===== config.mk =====
export PLATFORM = sky130hd
export DESIGN_NAME = run_step_ctrl
export DESIGN_NICKNAME = d
export VERILOG_FILES = /design/src/rtl/run_step_ctrl.sv
export SDC_FILE = /design/constraint.sdc
export NUM_CORES = 1
export LEC_CHECK = 0
export BUFFER_PORTS_ARGS = -buffer_cell sky130_fd_sc_hd__buf_2
export CAP_MARGIN = 20
export CORE_MARGIN = 3
export CORE_UTILIZATION = 45
export CTS_CLUSTER_SIZE = 25
export DETAILED_ROUTE_END_ITERATION = 12
export HOLD_SLACK_MARGIN = 0.12
export PLACE_DENSITY = 0.74
export SLEW_MARGIN = 20
export SYNTH_ARGS = -nofsm -noshare
export SYNTH_HDL_FRONTEND = slang
export SYNTH_SLANG_ARGS = --single-unit

===== constraint.sdc =====
create_clock -name clk -period 4.3 [get_ports clk]
set_input_delay 0.215 -clock clk [delete_from_list [all_inputs] [get_ports clk]]
set_output_delay 0.215 -clock clk [all_outputs]
set_load 0.03 [all_outputs]

===== src/rtl/run_step_ctrl.sv =====
// Run/stop/single-step controller sitting upstream of the board clock divider.
// Debounces the run/step buttons, tracks CPU HALT and counts completed steps.

module run_step_debounce #(
    parameter int DEBOUNCE_CYCLES = 50000,
    parameter int DB_W            = 16
) (
    input  logic clk,
    input  logic reset,
    input  logic raw_i,
    output logic press_o
);
    localparam logic [DB_W-1:0] CNT_LAST = DB_W'(DEBOUNCE_CYCLES - 1);

    logic            s1_q;
    logic            s2_q;
    logic            stable_q;
    logic            press_q;
    logic [DB_W-1:0] cnt_q;

    // press_q fires only on an accepted 0->1 change of the stable level
    always_ff @(posedge clk) begin
        if (!reset) begin
            s1_q     <= 1'b0;
            s2_q     <= 1'b0;
            stable_q <= 1'b0;
            press_q  <= 1'b0;
            cnt_q    <= '0;
        end else begin
            s1_q    <= raw_i;
            s2_q    <= s1_q;
            press_q <= 1'b0;
            if (s2_q == stable_q) begin
                cnt_q <= '0;
            end else if (cnt_q == CNT_LAST) begin
                stable_q <= s2_q;
                press_q  <= s2_q;
                cnt_q    <= '0;
            end else begin
                cnt_q <= cnt_q + DB_W'(1);
            end
        end
    end

    assign press_o = press_q;
endmodule

module run_step_ctrl #(
    parameter int DEBOUNCE_CYCLES = 50000,
    parameter int DB_W            = 16
) (
    input  logic       clk,
    input  logic       reset,
    input  logic       btn_run,
    input  logic       btn_step,
    input  logic       sw_fast,
    input  logic       cpu_halt,
    input  logic       tick_in,
    output logic       halt,
    output logic       set_freq,
    output logic [1:0] state,
    output logic [7:0] step_count
);
    typedef enum logic [1:0] {
        ST_STOPPED  = 2'd0,
        ST_RUNNING  = 2'd1,
        ST_STEPPING = 2'd2,
        ST_HALTED   = 2'd3
    } state_t;

    state_t     state_q;
    logic       halt_q;
    logic [7:0] count_q;
    logic       fast_s1_q;
    logic       fast_s2_q;
    logic       tick_s1_q;
    logic       tick_s2_q;
    logic       tick_prev_q;
    logic       run_press;
    logic       step_press;
    logic       tick_rise;

    run_step_debounce #(.DEBOUNCE_CYCLES(DEBOUNCE_CYCLES), .DB_W(DB_W)) u_db_run (
        .clk     (clk),
        .reset   (reset),
        .raw_i   (btn_run),
        .press_o (run_press)
    );

    run_step_debounce #(.DEBOUNCE_CYCLES(DEBOUNCE_CYCLES), .DB_W(DB_W)) u_db_step (
        .clk     (clk),
        .reset   (reset),
        .raw_i   (btn_step),
        .press_o (step_press)
    );

    always_ff @(posedge clk) begin
        if (!reset) begin
            fast_s1_q   <= 1'b0;
            fast_s2_q   <= 1'b0;
            tick_s1_q   <= 1'b0;
            tick_s2_q   <= 1'b0;
            tick_prev_q <= 1'b0;
        end else begin
            fast_s1_q   <= sw_fast;
            fast_s2_q   <= fast_s1_q;
            tick_s1_q   <= tick_in;
            tick_s2_q   <= tick_s1_q;
            tick_prev_q <= tick_s2_q;
        end
    end

    assign tick_rise = tick_s2_q & ~tick_prev_q;

    // halt_q is loaded with the decode of the next state, so it always
    // matches state_q and moves one cycle after the qualifying event
    always_ff @(posedge clk) begin
        if (!reset) begin
            state_q <= ST_STOPPED;
            halt_q  <= 1'b1;
            count_q <= 8'd0;
        end else begin
            case (state_q)
                ST_STOPPED: begin
                    if (run_press) begin
                        state_q <= ST_RUNNING;
                        halt_q  <= 1'b0;
                    end else if (step_press) begin
                        state_q <= ST_STEPPING;
                        halt_q  <= 1'b0;
                    end
                end
                ST_RUNNING: begin
                    if (cpu_halt) begin
                        state_q <= ST_HALTED;
                        halt_q  <= 1'b1;
                    end else if (run_press) begin
                        state_q <= ST_STOPPED;
                        halt_q  <= 1'b1;
                    end
                end
                ST_STEPPING: begin
                    if (cpu_halt) begin
                        state_q <= ST_HALTED;
                        halt_q  <= 1'b1;
                    end else if (tick_rise) begin
                        state_q <= ST_STOPPED;
                        halt_q  <= 1'b1;
                        count_q <= count_q + 8'd1;
                    end
                end
                default: begin
                    state_q <= ST_HALTED;
                    halt_q  <= 1'b1;
                end
            endcase
        end
    end

    assign halt       = halt_q;
    assign set_freq   = fast_s2_q;
    assign state      = state_q;
    assign step_count = count_q;
endmodule


### Word level (Yosys, flattened, before mapping)

Index checks and enable logic that the tools add are counted.
Widths: inputs -> output; s select.

| word-level totals | value |
|---|---|
| logic and storage cells | 61 |
| bits in registers | 56 |
| output and inout port bits | 12 |

| operators by class | value |
|---|---|
| bitwise operators | 8 |
| eq/ne operators | 9 |
| reductions and logical operators | 9 |
| multiplexer cells | 14 |
| add/sub/neg operators | 3 |

Operators with widths:

| operator | number |
|---|---|
| $add 16x1->16 const B | 2 |
| $eq 16x16->1 const B | 2 |
| $mux 2 | 6 |
| $reduce_or 3->1 | 4 |
| $add 8x1->8 const B | 1 |
| $not 1->1 | 7 |
| $mux 1 | 6 |
| $pmux 2 s3 | 1 |
| $reduce_and 3->1 | 2 |
| $reduce_and 2->1 | 2 |
| $ne 3x1->1 const B | 1 |
| $ne 3x2->1 const B | 1 |
| $ne 3x3->1 const B | 1 |
| $pmux 1 s3 | 1 |
| $eq 1x1->1 | 2 |
| $eq 2x1->1 const B | 1 |
| $eq 2x2->1 const B | 1 |
| $logic_not 2->1 | 1 |
| $and 1x1->1 | 1 |

### Longest topological paths before layout

| logic depth | value |
|---|---|
| word-level depth | 5 |
| depth in mapped cells | 7 |
| mapped depth without buffers | 6 |

### Hierarchy

A second synthesis with hierarchy kept.

| second synthesis, totals | value |
|---|---|
| cells, all modules | 252 |
| area total of the unflattened synthesis | 2522.4 um^2 |

By module, submodules not included:

| module | area an instance (um^2) | cells each | times used | sequential area each (um^2) |
|---|---|---|---|---|
| run_step_debounce | 883.3 | 90 | 2 | 400.4 |
| run_step_ctrl | 755.7 | 72 | 1 | 320.3 |

### Worst setup path before layout

Ideal clock, no wire load.

| timing path | value |
|---|---|
| path type | flip-flop to flip-flop |
| start | register state_q[1] (netlist: state[1]) |
| end | register count_q[7] (netlist: step_count[7]) |
| data required time | 4227 ps |
| stages on the path, launching flop included | 7 |
| arrival | 1810 ps |
| period minus slack after synthesis | 1883 ps |
| setup time | 73 ps |
| path slack | 2417 ps |
| cell sequence | dfxtp_1 > ha_1 > nor4bb_1 > buf_2 > nand4_1 > or4_1 > a21oi_1 |

| between the ends | value |
|---|---|
| longest elaborated chain between the ends | 2 |

Ends and longest elaborated chain:

| what | RTL line | RTL |
|---|---|---|
| from (decl) | 71 | `state_t state_q;` |
| from (signal assigned) | 119 | `state_q <= ST_STOPPED;` |
| from (signal assigned) | 126 | `state_q <= ST_RUNNING;` |
| from (signal assigned) | 129 | `state_q <= ST_STEPPING;` |
| $eq 2x2->1 | 123 | `case (state_q)` |
| $reduce_and 3->1 (no line) | - |  |
| to (signal assigned) | 149 | `count_q <= count_q + 8'd1;` |
| to (decl) | 73 | `logic [7:0] count_q;` |

Every way passes these cells.
A chain may end at the register's enable or synchronous reset.

### Worst setup path after layout

| timing path | value |
|---|---|
| start | register state_q[0] (netlist: state[0]) |
| end | register count_q[7] (netlist: step_count[7]) |

The elaborated chain is that of the path after synthesis.

==> results.cfg <==
[critical_path]
slowest_delay_ps = 570
crit_arrival_ps = 2370
worst_path_max_delay_cell = nor4bb_2
cp_max_fo = 7
cp.required_ps = 4550
end_kind = flip-flop
critical_path_class = flip-flop to flip-flop
crit_path_cell_trace = inv_1, ha_1, nor4bb_2, nand4_1, or4_1, a21oi_1
start_kind = flip-flop

[synth]
synth_nets = 288
yosys_warnings = 0
synth-seq-cells = 56
post_synth_instance_area_sq_um = 2480
synth_area_leaders = dfxtp_1 (45%), xnor2_1 (7.8%), nor2_1 (6.5%)
avgSynthCellArea_sq_um = 9.05
synth_most_common_cell = dfxtp_1
synth_edf_count = 0
synth_cell_types = 39
yosys.area.top_type_share_pct = 45.2
synth_common_cells = dfxtp_1 (56), nor2_1 (43), xnor2_1 (22), nand3_1 (17), nand4_1 (16)
yosysTopAreaCell = dfxtp_1
synth_top_flop_cell = dfxtp_1
yosysSeqAreaShare_pct = 45.2
synthCells = 274
async_flop_share_pct = 0

[drt]
dr_total_vias = 1870
drt-initial-drc-count = 94
dr.pass1.iters = 4
drc = 0
avgRoutedWirePerCell_um = 11.6
ant_nets = 0
wl_mm = 4.23
vias_per_cell = 5.15

[sta]
hold_ws_ps = 288
fin_crit_ps = 2120
hold_violations = 0
rsz0062_at_grt = no
max_freq_mhz = 471
post-route-period-util_pct = 49.4
final-setup-viol-count = 0
fin_skew_ps = 15.8
fin_tns_setup_ps = 0
final_max_slew_viol_count = 0
timing.slew.headroom_pct = 53.6
worst_pin_slew_ps = 687

[final_layout]
final_nets = 306
final_area_sq_um = 2750
syn2layout_area_growth_pct = 10.9
drive_gt1_share_pct = 10.6
final_cells = 363
antennaDiodeCount = 0

[die]
start_util_pct = 47.6
dieWidth_um = 80.2
die_y_um = 80.2
core_area_sq_um = 5200
rows = 26
ioPinCount = 19
dieArea_sq_um = 6440

[global_routing]
grt_pass1_vias = 1730
antenna_found_initial = 0
grt_pass1_wl_mm = 7.44
grt_overflow = 0
grt_max_degree = 21
grt_usage_pct = 14.5

[placed_design]
place_area_sq_um = 2580
placed_cells_incl_taps = 351
io_buffer_count = 18
gp_congestion = 0.757
dpl.hpwl_mm = 3.02

[clock_tree]
ctsRootBufferMaster = clkbuf_8
clk_pin_slew_ps = 100
h-tree-depth = 2
cts_buffers = 5
cts.sinks = 56
cts_tree = done
cts_buffer_depth = 2
clock_latency_ps = 310

[worst_hold_path]
hp-class = input port to flip-flop

[outcome]
status = completed

[power_and_ir_drop]
powerDensity_nw_per_um2 = 327
leakagePower_nw = 0.934
vdd_drop_max_uv = 243

[run]
cap_violations = 0
[area by class of cell]
cell class                      instances  area, sq um
Clock buffer                            6         82.6
Clock inverter                          2         38.8
Fill cell                             487         2450
Inverter                               11         41.3
Multi-Input combinational cell        196         1250
Sequential cell                        56         1120
Tap cell                               70         87.6
Timing Repair Buffer                   22          130
[kinds of logic (layout without fill, tap and decap cells)]
group                    after synthesis  after routing  share of synthesized area [%]
buffers and inverters                 22             41                           4.69
adder cells (fa/ha/maj)                7              7                           3.53
flip-flops                            56             56                           45.2
XOR/XNOR                              33             33                           11.7
AND/OR/NAND/NOR                      138            138                           29.5
multiplexers                           5              5                           2.07
AO/OA/AOI/OAI                         13             13                           3.33
[cells in the final DEF (no fill, tap or decap), types with 2 or more instances in the layout]
master         count
mux2i_1            4
dlygate4sd3_1      4
xor2_1            11
nor4bb_1           2
nand2_1           14
dfxtp_1           56
a21oi_1            6
nand4b_1           2
ha_1               7
nor4b_1            2
buf_2             18
nor2b_1            2
o21ai_0            2
nand2b_1           3
and4_1             2
nand3_1           17
inv_1             10
and2_1             9
clkbuf_8           6
nor4_1             8
nand4_1           16
nor3_1             9
xnor2_1           22
nor2_1            43
and3_1             2
[flip-flops by register name, indices dropped and copies added (netlist names), 2 cells and up]
register	cells
u_db_step.cnt_q	16
u_db_run.cnt_q	16
state	2
step_count	8
[routing by layer]
layer  part of all wire [%]  track usage (%)  up-vias
li1                       -                -      975
met1                     49             18.4      864
met2                     46             23.3       25
met3                    3.2             3.48        6
met4                    1.4             6.08        0
met5                      0                0        -
[power breakdown]
part,switching (mW),internal (mW)
clock network,0.167,0.191
logic,0.00981,0.00779
registers,0.00217,0.523
total,0.179,0.721
[path summary, 6_finish.rpt]
check | startpoint | endpoint | slack, ps | cells past startpoint
setup / recovery | state[0] | step_count[7] | 2180 | 6
hold / removal | reset | u_db_run.press_o | 290 | 3
setup reg to reg | state[0] | step_count[7] | 2180 | 6
hold reg to reg | fast_s1_q | set_freq | 440 | 1
[repair_timing]
item	4_1_cts	5_1_grt
hold endpoints to repair	4	0
resized for setup	0	0
buffers inserted	0	0
hold buffers	4	0
[worst max-delay path, delay by kind of cell (launching register included)]
family,cells,cell delay (ps)
AO/OA/AOI/OAI,1,150
adder cells (fa/ha/maj),1,170
buffers and inverters,1,100
flip-flops,1,360
AND/OR/NAND/NOR,3,1280
[through the flow]
step,utilization [%],total power [mW],setup WS [ps]
3_3_place_gp,49.6,0.551,2040
5_1_grt,52.8,0.935,1990
4_1_cts,52.7,0.913,1880
3_5_place_dp,49.6,0.552,1920
6_report,52.8,0.900,2180
2_1_floorplan,-,0.547,2420
No activity file was read; power rests on OpenSTA's default activity.
